<file path="src/rtl/tutorial_aula_mem_tester.sv">
// tutorial_aula_mem_tester
// Avalon-MM self-test master. It fills a word region with a pattern, reads the
// region back with up to MAX_PENDING reads in flight, and reports the mismatch
// count and the first failing word address.
// Build option: define TUTORIAL_AULA_MEM_TESTER_ADDR_XOR_EN to fold each word's
// address into its expected data, which exposes stuck or aliased address lines.
module tutorial_aula_mem_tester #(
    parameter int ADDR_W      = 13,
    parameter int MAX_PENDING = 2
) (
    input  logic              clk,
    input  logic              reset_n,
    input  logic              start,
    input  logic [ADDR_W-1:0] base_addr,
    input  logic [ADDR_W:0]   word_count,
    input  logic [31:0]       pattern,
    output logic              busy,
    output logic              done,
    output logic              pass,
    output logic [15:0]       err_count,
    output logic [ADDR_W-1:0] first_err_addr,
    output logic [ADDR_W+1:0] avm_address,
    output logic              avm_read,
    output logic              avm_write,
    output logic [31:0]       avm_writedata,
    output logic [3:0]        avm_byteenable,
    input  logic              avm_waitrequest,
    input  logic [31:0]       avm_readdata,
    input  logic              avm_readdatavalid
);

    typedef enum logic [2:0] {
        S_IDLE,
        S_WRITE,
        S_READ,
        S_DRAIN,
        S_DONE
    } state_t;

    localparam logic [ADDR_W:0] IDX_ONE  = (ADDR_W+1)'(1);
    localparam logic [2:0]      PEND_MAX = 3'(MAX_PENDING);

    state_t            state;
    state_t            state_next;
    logic [ADDR_W-1:0] base_q;
    logic [ADDR_W:0]   count_q;
    logic [31:0]       pattern_q;
    logic [ADDR_W:0]   idx;
    logic [ADDR_W:0]   ret;
    logic [2:0]        pending;
    logic [ADDR_W-1:0] idx_waddr;
    logic [ADDR_W-1:0] ret_waddr;
    logic [31:0]       idx_expected;
    logic [31:0]       ret_expected;
    logic              idx_last;
    logic              wr_acc;
    logic              rd_acc;
    logic              rsp_take;
    logic              rsp_bad;

    // Word addresses wrap naturally by truncation to ADDR_W bits.
    assign idx_waddr = base_q + idx[ADDR_W-1:0];
    assign ret_waddr = base_q + ret[ADDR_W-1:0];
    assign idx_last  = (idx + IDX_ONE) == count_q;

`ifdef TUTORIAL_AULA_MEM_TESTER_ADDR_XOR_EN
    assign idx_expected = pattern_q ^ {{(32-ADDR_W){1'b0}}, idx_waddr};
    assign ret_expected = pattern_q ^ {{(32-ADDR_W){1'b0}}, ret_waddr};
`else
    assign idx_expected = pattern_q;
    assign ret_expected = pattern_q;
`endif

    assign wr_acc   = avm_write & ~avm_waitrequest;
    assign rd_acc   = avm_read & ~avm_waitrequest;
    // Responses are only meaningful while a read phase is live; anything else
    // (e.g. stragglers after a reset) is dropped.
    assign rsp_take = avm_readdatavalid && (state == S_READ || state == S_DRAIN)
                      && (ret != count_q);
    assign rsp_bad  = rsp_take && (avm_readdata != ret_expected);

    // State register.
    always_ff @(posedge clk) begin
        if (!reset_n) begin
            state <= S_IDLE;
        end else begin
            state <= state_next;
        end
    end

    // Next-state decode.
    always_comb begin
        state_next = state;
        case (state)
            // A zero-length run passes through DRAIN so done lands two cycles
            // after start, like every other completion path.
            S_IDLE:  if (start) state_next = (word_count == '0) ? S_DRAIN : S_WRITE;
            S_WRITE: if (wr_acc && idx_last) state_next = S_READ;
            S_READ:  if (rd_acc && idx_last) state_next = S_DRAIN;
            S_DRAIN: if (pending == '0 && ret == count_q) state_next = S_DONE;
            S_DONE:  state_next = S_IDLE;
            default: state_next = S_IDLE;
        endcase
    end

    // Bus commands and status outputs decoded from the current state.
    always_comb begin
        busy           = 1'b0;
        done           = 1'b0;
        avm_read       = 1'b0;
        avm_write      = 1'b0;
        avm_address    = '0;
        avm_writedata  = '0;
        avm_byteenable = 4'hF;
        case (state)
            S_WRITE: begin
                busy          = 1'b1;
                avm_write     = 1'b1;
                avm_address   = {idx_waddr, 2'b00};
                avm_writedata = idx_expected;
            end
            S_READ: begin
                busy = 1'b1;
                // pending can only fall while a read is stalled, so an issued
                // read stays asserted until accepted.
                if (pending < PEND_MAX) begin
                    avm_read    = 1'b1;
                    avm_address = {idx_waddr, 2'b00};
                end
            end
            S_DRAIN: busy = 1'b1;
            S_DONE:  done = 1'b1;
            default: ;
        endcase
    end

    // Run parameters, issue/return indices, outstanding reads and results.
    always_ff @(posedge clk) begin
        if (!reset_n) begin
            base_q         <= '0;
            count_q        <= '0;
            pattern_q      <= '0;
            idx            <= '0;
            ret            <= '0;
            pending        <= '0;
            err_count      <= '0;
            first_err_addr <= '0;
            pass           <= 1'b0;
        end else begin
            if (state == S_IDLE && start) begin
                base_q         <= base_addr;
                count_q        <= word_count;
                pattern_q      <= pattern;
                idx            <= '0;
                ret            <= '0;
                pending        <= '0;
                err_count      <= '0;
                first_err_addr <= '0;
                pass           <= 1'b0;
            end
            if (wr_acc) begin
                idx <= idx_last ? '0 : idx + IDX_ONE;
            end
            if (rd_acc) begin
                idx <= idx + IDX_ONE;
            end
            case ({rd_acc, rsp_take})
                2'b10:   pending <= pending + 3'd1;
                2'b01:   pending <= pending - 3'd1;
                default: ;
            endcase
            if (rsp_take) begin
                ret <= ret + IDX_ONE;
                if (rsp_bad) begin
                    if (err_count != '1) begin
                        err_count <= err_count + 16'd1;
                    end
                    if (err_count == '0) begin
                        first_err_addr <= ret_waddr;
                    end
                end
            end
            // No response can arrive on the DRAIN->DONE edge, so err_count is final.
            if (state == S_DRAIN && state_next == S_DONE) begin
                pass <= (err_count == '0);
            end
        end
    end

endmodule

</file>
<file path="config.mk">
export PLATFORM = sky130hd
export DESIGN_NAME = tutorial_aula_mem_tester
export DESIGN_NICKNAME = d
export VERILOG_FILES = /design/src/rtl/tutorial_aula_mem_tester.sv
export SDC_FILE = /design/constraint.sdc
export NUM_CORES = 1
export LEC_CHECK = 0
export ABC_AREA = 1
export CORE_MARGIN = 8
export CORE_UTILIZATION = 55
export DETAILED_ROUTE_END_ITERATION = 6
export GPL_TIMING_DRIVEN = 0
export HOLD_SLACK_MARGIN = 0.15
export PLACE_DENSITY = 0.85
export SKIP_LAST_GASP = 1
export SYNTH_ARGS = -nofsm -noshare
export SYNTH_HDL_FRONTEND = slang
export SYNTH_SLANG_ARGS = --single-unit
</file>
<file path="constraint.sdc">
create_clock -name clk -period 4.7 [get_ports clk]
set_input_delay 0.47 -clock clk [delete_from_list [all_inputs] [get_ports clk]]
set_output_delay 0.47 -clock clk [all_outputs]
set_load 0.01 [all_outputs]
</file>
==> flow_summary.yaml, run 1 <==
status:
  status: "completed"
synthesis:
  synth_top_family_by_area: "simple AND/OR/NAND/NOR gates"
  synthSimpleGateAreaFrac_pct: 35.2
  synth-seq-area-share_pct: 29.1
  synth_xor_area_share_pct: 5.17
  synth_cells: 1332
  synth.avg_cell_area_um2: 6.36
  yosys.cell_types.count: 46
  synth_area_um2: 8470
  synthMuxAreaShare_pct: 0
  synth.ff_latch_count: 123
  synth-compound-area-share_pct: 14.8
  synth_fa_ha_area_share_pct: 5.14
  ys.warnings.count: 0
cts:
  cts_tree: "done"
  cts_max_level: 4
  cts_buffer_depth: 2
  cts_sinks: 123
  cts_hold_buf: 0
  cts_resized: 0
  cts_buffers: 17
  root_buffer: "clkbuf_16"
  clk_pin_slew_ns: 0.06
  cts_setup_buffers: 0
  clkLatencyLatePin_ns: 0.43
setup_path:
  cp_cell_sequence: "ha_1 > fa_1 > nand3_1 > and2_1 > inv_1 > nand2_1 > nand2_1 > a21o_1 > a21oi_1 > o21a_1 > clkdlybuf4s50_1"
  worst_ep_arrival_time_ns: 2.99
  cpLargestDelayFamily: "adder cells"
  ff2ff_path_depth: 13
  crit_path_end_kind: "primary output"
  cp.required_ns: 4.23
  slowest_delay_ns: 0.53
  path_buf_inv: 2
  cp_slowest_cell: "clkdlybuf4s50_1"
  worst-path-stages: 11
  crit_type: "reg -> out"
  crit_top_cell: "nand2_1"
  critPathLaunchType: "register"
  worstPathMaxFanout: 9
sta:
  slew_headroom_pct: 41.7
  rsz0062_at_grt: "no"
  skew_ns: 0.00777
  setup_viol_count_final: 0
  fin_crit_sh_pct: 73.6
  fin_crit_ns: 3.46
  slew_viol_final: 0
  fmax_mhz: 289
  worst_pin_slew_ns: 0.872
  setup_tns_ns: 0
  hold_viol_final: 0
power_and_ir_drop:
  finalPower_w: 0.00300
  worst_ir_drop_vdd_uv: 267
  leakage_nw: 4.68
  power_density_nw_per_um2: 271
final_layout:
  nNetsFinal: 1657
  fin_cells: 1729
  final_cell_mix: "nand2_1 (313), clkdlybuf4s50_1 (173), nor2_1 (159), inv_1 (157), a21oi_1 (124)"
  synthToLayoutAreaGrowth_pct: 30.6
  final_common_cell: "nand2_1"
  final_util_pct: 73.1
  nFillCells: 1288
  diodes: 0
  drive_above_1_share_pct: 7.46
floorplanning:
  rows: 45
  die-area_um2: 19600
  core_area_um2: 15100
  ios: 181
  die_y_um: 140
  initial_core_util_pct: 55.9
  die_w_um: 140
place:
  finalWeightedCongestion: 0.973
  io_buffer_count: 173
  place_inst: 1697
  hpwl_mm: 21.6
run:
  max-cap-violations: 0
drt:
  drc: 0
  drt_first_pass_iters: 6
  routed_wl_mm: 28.3
  vias_per_cell: 5.54
  ant_nets: 0
  vias: 9578
  drtIter0Drc: 864
  detail_route.wl_per_cell_um: 16.4
min_path:
  whs_path_depth: 2
  hp-class: "reg -> reg"
global_routing:
  grt_use_total_pct: 28.4
  antenna_found_initial: 0
  grt_max_degree: 17
  grt-ovfl-total: 0
  grt_pass1_wl_mm: 45.2
  grt_pass1_vias: 9281
==> final timing paths <==
| check | from | endpoint | slack [ns] |
|---|---|---|---|
| worst max-delay path | idx[0] | avm_address[12] | 1.24 |
| worst max register to register | ret[8] | pending[1] | 1.89 |
| worst min register to register | ret[13] | ret[13] | 0.48 |
| worst min-delay path | ret[13] | ret[13] | 0.48 |
==> registers in the layout, summed over array words and instances (netlist names) <==
| signal | flops |
|---|---|
| base_q | 13 |
| first_err_addr | 13 |
| count_q | 14 |
| idx_expected | 32 |
| pass | 1 |
| idx | 14 |
| pending | 3 |
| ret | 14 |
| state | 3 |
| err_count | 16 |
==> per-stage QoR <==
step	worst slack (ns)	cell area, µm²	hold slack (ns)
CTS	1.25	11100	0.476
global route	1.13	11100	0.509
global placement	1.65	10500	0.462
floorplan	2.34	8490	0.451
detailed placement	1.67	10500	0.468
finish	1.24	11100	0.478
==> power by group <==
part	internal, W	leakage (nW)	switching [W]
Sequential	0.00109	1.00	0.0000426
Combinational	0.000217	3.37	0.000279
Clock	0.000873	0.299	0.000501
==> worst min-delay path, cell delays in order, from the launching register on <==
cell and delay (ns):
dfxtp_1 0.32, nand2_1 0.06, a21oi_1 0.05
==> logic make-up (layout without fill, tap and decap cells) <==
group | count (synthesis) | count (layout)
AOI/OAI and AO/OA | 241 | 241
DFF | 123 | 123
xor gates and xnor gates | 50 | 50
and+or+nand+nor | 664 | 664
buffers and inverters | 219 | 424
other | 2 | 6
adders and majority gates | 33 | 33
==> synth_stat cells, drive strengths merged <==
cell     count  area [µm²]
a221oi       1        8.76
o21ai      100         500
ha          30         375
o211ai       1        7.51
o2111ai      1        8.76
buf         21         150
nand3b       5        37.5
inv        161         604
a21o         3        22.5
conb         2        7.51
nor2       169         664
xor2        25         219
dfxtp      123        2460
nand2      318        1210
nor3        20         120
a21oi      125         629
fa           3        60.1
and2         2        12.5
a31oi        1        6.26
o21a         2        15.0
nand4       29         181
clkbuf      33         124
nor4         7        43.8
xnor2       25         219
a211oi       1        7.51
nand3       95         586
or2         17         106
o21bai       6        48.8
or4          1        11.3
nor3b        1        7.51
clkinv       4        15.0
==> layer usage <==
metal	global-route usage (%)	share of wire (%)	up-vias
li1	-	-	4685
met1	33.5	40	4338
met2	48.0	47	487
met3	7.31	9.5	68
met4	11.9	2.9	0
met5	0	0	-
==> cell type report <==
| cell class | count | area [µm²] | share of cell area, % |
|---|---|---|---|
| Multi-Input combinational cell | 994 | 5130 | 46.4 |
| Timing Repair Buffer | 173 | 1730 | 15.6 |
| Clock inverter | 11 | 143 | 1.29 |
| Clock buffer | 21 | 470 | 4.25 |
| Inverter | 165 | 619 | 5.60 |
| Buffer | 54 | 274 | 2.48 |
| Sequential cell | 123 | 2460 | 22.2 |
| Tap cell | 188 | 235 | 2.13 |
No activity file was read; power rests on OpenSTA's default activity.
==> run 2, diff against run 1 <==
CORE_UTILIZATION = 47   (was 55)
PLACE_DENSITY = 0.78   (was 0.85)
clock period = 2.87 ns   (was 4.7 ns; I/O delays follow)
==> flow_summary.yaml, run 2 (synthesized netlist as in run 1, its figures left out) <==
power_and_ir_drop:
  worst_ir_drop_vdd_uv: 424
  power_density_nw_per_um2: 433
  power.switching_w: 0.00133
  switching_share_pct: 27.6
  seqPwrFrac_pct: 38.4
  leakage_nw: 4.68
  clockPowerShare_pct: 44.9
  p_comb_share_pct: 16.7
  finalPower_w: 0.00483
  intPower_w: 0.00349
floorplanning:
  die_w_um: 150
  ios: 181
  core_area_um2: 17800
  die-area_um2: 22600
  initial_core_util_pct: 47.5
  die_y_um: 150
  rows: 49
sta:
  setup_viol_count_final: 0
  slew_viol_final: 0
  hold_viol_final: 0
  rsz0062_at_grt: "yes"
  fin_crit_sh_pct: 97.7
  holdWs_ns: 0.481
  fin_crit_ns: 2.80
  fmax_mhz: 357
  slew_headroom_pct: 48.3
  skew_ns: 0.00944
  worst_pin_slew_ns: 0.771
setup_path:
  cp.required_ns: 2.58
  cpLargestDelayFamily: "buffers and inverters"
  cp_slowest_cell: "clkdlybuf4s50_1"
  path_buf_inv: 4
  slowest_delay_ns: 0.58
  crit_top_cell: "inv_1"
  cp_cell_sequence: "inv_1 > nor3_2 > inv_1 > clkbuf_1 > nor2_1 > clkdlybuf4s50_1"
  crit_path_end_kind: "primary output"
  worstPathMaxFanout: 10
  crit_type: "reg -> out"
  worst_ep_arrival_time_ns: 2.52
  critPathLaunchType: "register"
cts:
  cts_buffers: 17
  clkLatencyLatePin_ns: 0.42
  cts_buffer_depth: 2
  cts_sinks: 123
  root_buffer: "clkbuf_16"
  cts_tree: "done"
  clk_pin_slew_ns: 0.06
  cts_max_level: 4
  cts_setup_buffers: 0
drt:
  met3_length_mm: 2.51
  vias: 9272
  route.met2.wl_mm: 12.8
  drtIter0Drc: 653
  routed_wl_mm: 27.3
  drc: 0
  drt_first_pass_iters: 6
  vias_per_cell: 5.24
  ant_nets: 0
  wl_met1_mm: 11.4
  detail_route.wl_per_cell_um: 15.4
  routed.top_layer: "met5"
status:
  status: "completed"
global_routing:
  grt_pass1_vias: 8871
  grt_pass1_wl_mm: 43.6
  antenna_found_initial: 1
  grt-ovfl-total: 0
  grt_max_degree: 17
  grt_use_total_pct: 24.1
final_layout:
  drive_above_1_share_pct: 8.51
  final_cell_mix: "nand2_1 (313), clkdlybuf4s50_1 (169), inv_1 (157), nor2_1 (157), a21oi_1 (124)"
  final_util_pct: 62.5
  diodes: 0
  synthToLayoutAreaGrowth_pct: 31.5
  nNetsFinal: 1656
  final_common_cell: "nand2_1"
  largest_reg_flops: 32
place:
  finalWeightedCongestion: 0.948
  io_buffer_count: 173
  hpwl_mm: 21.5
min_path:
  hp-class: "reg -> reg"
run:
  max-cap-violations: 0
-- run 2: worst paths after layout --
check	slack (ns)	cells past startpoint	startpoint	endpoint
worst min register to register	0.48	2	ret[13]	ret[13]
worst min-delay path	0.48	2	ret[13]	ret[13]
worst max-delay path	0.07	6	state[0]	avm_writedata[12]
worst max register to register	0.09	8	pending[2]	pending[1]
-- run 2: tightest hold or removal path, cell delays in order, from the launching register on --
cell	delay [ns]
dfxtp_1	0.32
nand2_1	0.06
a21oi_1	0.05
-- run 2: repair_timing --
action | CTS | global route
hold endpoints to repair | 0 | 0
resized for setup | 7 | 21
endpoints found under the setup margin | 9 | 10
hold buffers | 0 | 0
pin swaps | 0 | 1
-- run 2: cell type report --
| type | count | area [µm²] |
|---|---|---|
| well taps | 229 | 287 |
| clock inverters | 10 | 116 |
| multi-input cells | 994 | 5180 |
| flip-flops and latches | 123 | 2480 |
| repair buffers | 173 | 1720 |
| inverters | 165 | 619 |
| clock buffers | 22 | 474 |
| fillers | 1604 | 6700 |
| plain buffers | 53 | 269 |
-- run 2: stage by stage --
stage	std cells	TNS (ns)	cell area (µm²)	setup slack, ns
final	1769	0	11100	0.0662
after global routing	1769	-0.347	11100	-0.0678
after CTS	1770	-0.0177	11100	-0.0177
after detailed placement	1738	-0.0313	10500	-0.0313
after global placement	1738	0	10500	0.0389
after floorplan	1336	0	8490	0.511
-- run 2: layer usage --
layer  vias up  GRT usage [%]
met2       353           40.2
li1       4688              -
met1      4182           29.2
met5         -              0
met4         2           8.05
met3        47           6.79
-- run 2: power groups by stage --
| stage | clock network (W) | registers [W] | logic, W |
|---|---|---|---|
| CTS | 0.00218 | 0.00185 | 0.000798 |
| global route | 0.00226 | 0.00186 | 0.000888 |
| global placement | 0 | 0.00189 | 0.000784 |
| floorplan | 0 | 0.00187 | 0.000454 |
| detailed placement | 0 | 0.00189 | 0.000793 |
| finish | 0.00217 | 0.00185 | 0.000805 |
==> run 3, diff against run 2 <==
CORE_ASPECT_RATIO = 1.5   (was default)
CORE_UTILIZATION = 52   (was 47)
PLACE_DENSITY = 0.81   (was 0.78)
clock period = 3 ns   (was 2.87 ns; I/O delays follow)
==> flow_summary.yaml, run 3 (synthesized netlist as in run 1, its figures left out) <==
status:
  status: "completed"
power_and_ir_drop:
  p_comb_share_pct: 16.4
  power_density_nw_per_um2: 419
  leakage_nw: 4.69
  switching_share_pct: 28.4
  intPower_w: 0.00332
  seqPwrFrac_pct: 38.3
  power.switching_w: 0.00132
  clockPowerShare_pct: 45.2
  worst_ir_drop_vdd_uv: 349
setup_path:
  ff2ff_path_depth: 8
  cp.required_ns: 3.34
  crit_path_end_kind: "register"
  crit_type: "reg -> reg"
  worstPathMaxFanout: 9
  worst_ep_arrival_time_ns: 3.23
  critPathLaunchType: "register"
  reg2reg_setup_slack_ns: 0.11
  timing.rr.end: "pending[1]"
  slowest_delay_ns: 0.74
  cp_slowest_cell: "nor3_2"
  cp_cell_sequence: "or2_2 > nor3_2 > inv_1 > ha_1 > inv_1 > fa_1 > or2_2 > a21oi_1"
  reg2reg_from: "pending[2]"
final_layout:
  drive_above_1_share_pct: 7.92
  diodes: 0
  final_cell_mix: "nand2_1 (313), clkdlybuf4s50_1 (169), nor2_1 (158), inv_1 (157), a21oi_1 (123)"
  nNetsFinal: 1657
  nFillCells: 1458
  synthToLayoutAreaGrowth_pct: 30.8
  largest_reg_flops: 32
  final_common_cell: "nand2_1"
  register_area_um2: 2470
  multi_input_area_um2: 5140
floorplanning:
  core_area_um2: 16000
  ios: 181
  rows: 57
  initial_core_util_pct: 52.8
  die_w_um: 120
  die-area_um2: 20700
  die_y_um: 172
drt:
  detail_route.wl_per_cell_um: 16.1
  ant_nets: 0
  vias: 9432
  vias_per_cell: 5.40
  drtIter0Drc: 731
  drc: 0
  drt_first_pass_iters: 6
  routed_wl_mm: 28.1
cts:
  cts_max_level: 4
  cts_buffers: 17
  cts_tree: "done"
  clkLatencyLatePin_ns: 0.42
  cts_buffer_depth: 2
  clk_pin_slew_ns: 0.06
  root_buffer: "clkbuf_16"
  cts_sinks: 123
  cts_hold_buf: 0
min_path:
  hp-class: "reg -> reg"
  min_from: "pass"
  min_to: "pass"
  whs_path_depth: 2
global_routing:
  grt_pass1_wl_mm: 44.2
  grt_pass1_vias: 9109
  met3_usage_pct: 3.99
  grt_busiest_layer: "met2"
  grt-ovfl-total: 0
  grt.met2_usage_pct: 49.6
  grtUsageMet1_pct: 27.8
  antenna_found_initial: 0
  grt_use_total_pct: 26.6
  grt_max_degree: 17
sta:
  fin_crit_ns: 2.89
  slew_viol_final: 0
  rsz0062_at_grt: "no"
  setup_viol_count_final: 0
  setup_tns_ns: 0
  worst_pin_slew_ns: 0.930
  hold_viol_final: 0
  fin_crit_sh_pct: 96.3
  slew_headroom_pct: 37.4
  fmax_mhz: 346
  skew_ns: 0.00976
  layout_setup_ws_ns: 0.111
place:
  hpwl_mm: 22.2
  io_buffer_count: 173
  finalWeightedCongestion: 0.964
  pre_cts_slack_ns: 0.0677
run:
  max-cap-violations: 0
run 3: cell count changes in the layout (fill, tap and decap cells not counted), moves of 2 or more:
cell / delta
dfxtp_1: +6
dfxtp_2: -6
ha_1: +3
inv_6: +3
clkinv_2: -2
clkinvlp_4: +2
ha_2: -2
nor3_2: +2
run 3: worst max-delay path, delay by kind of cell, from the launching register on:
| kind | cells | cell delay, ns |
|---|---|---|
| buffers and inverters | 2 | 0.28 |
| DFF | 1 | 0.33 |
| AOI/OAI and AO/OA | 1 | 0.11 |
| adders and majority gates | 2 | 0.70 |
| and+or+nand+nor | 3 | 1.39 |
run 3: how the worst max path moves through the flow:
stage	from	endpoint	slack, ns	cells past startpoint
2_1_floorplan	ret[6]	pending[1]	0.64	15
3_3_place_gp	avm_waitrequest	pending[1]	0.11	8
3_5_place_dp	avm_waitrequest	pending[1]	0.07	8
4_1_cts	idx[0]	avm_address[10]	0.01	10
5_1_grt	idx[6]	avm_address[11]	0.002	8
6_report	pending[2]	pending[1]	0.11	8
run 3: power groups by stage:
stage | clock network (W) | registers (W) | logic [W]
4_1_cts | 0.00210 | 0.00178 | 0.000759
3_5_place_dp | 0 | 0.00181 | 0.000753
3_3_place_gp | 0 | 0.00181 | 0.000746
6_report | 0.00210 | 0.00178 | 0.000764
2_1_floorplan | 0 | 0.00179 | 0.000435
5_1_grt | 0.00217 | 0.00179 | 0.000836
run 3: cell type report:
cell class                 instances  area share, %
buffer                            54           2.47
clock buffer                      20           4.12
clock inverter                    12           1.25
inverter                         165           5.59
multi-input combinational        994           46.4
sequential                       123           22.3
tap                              206           2.33
timing repair buffer             173           15.6
run 3: repair_timing:
item,CTS,global route
pin swaps,0,0
gates resized for setup,7,7
endpoints found under the setup margin,8,5
buffers inserted,0,0
run 3: per-stage QoR:
stage	utilization (%)	area [µm²]	cells	power [W]	hold slack (ns)
floorplan	-	8490	1336	0.00222	0.451
global placement	65.3	10500	1715	0.00256	0.464
detailed placement	65.3	10500	1715	0.00256	0.473
CTS	69.0	11100	1747	0.00463	0.484
global route	69.1	11100	1747	0.00480	0.511
finish	69.1	11100	1747	0.00464	0.485
run 3: per-layer routing:
metal,routed length (µm),vias up
met1,10400,4260
li1,-,4692
met2,14600,389
met4,1390,0
met5,0,-
met3,1750,91
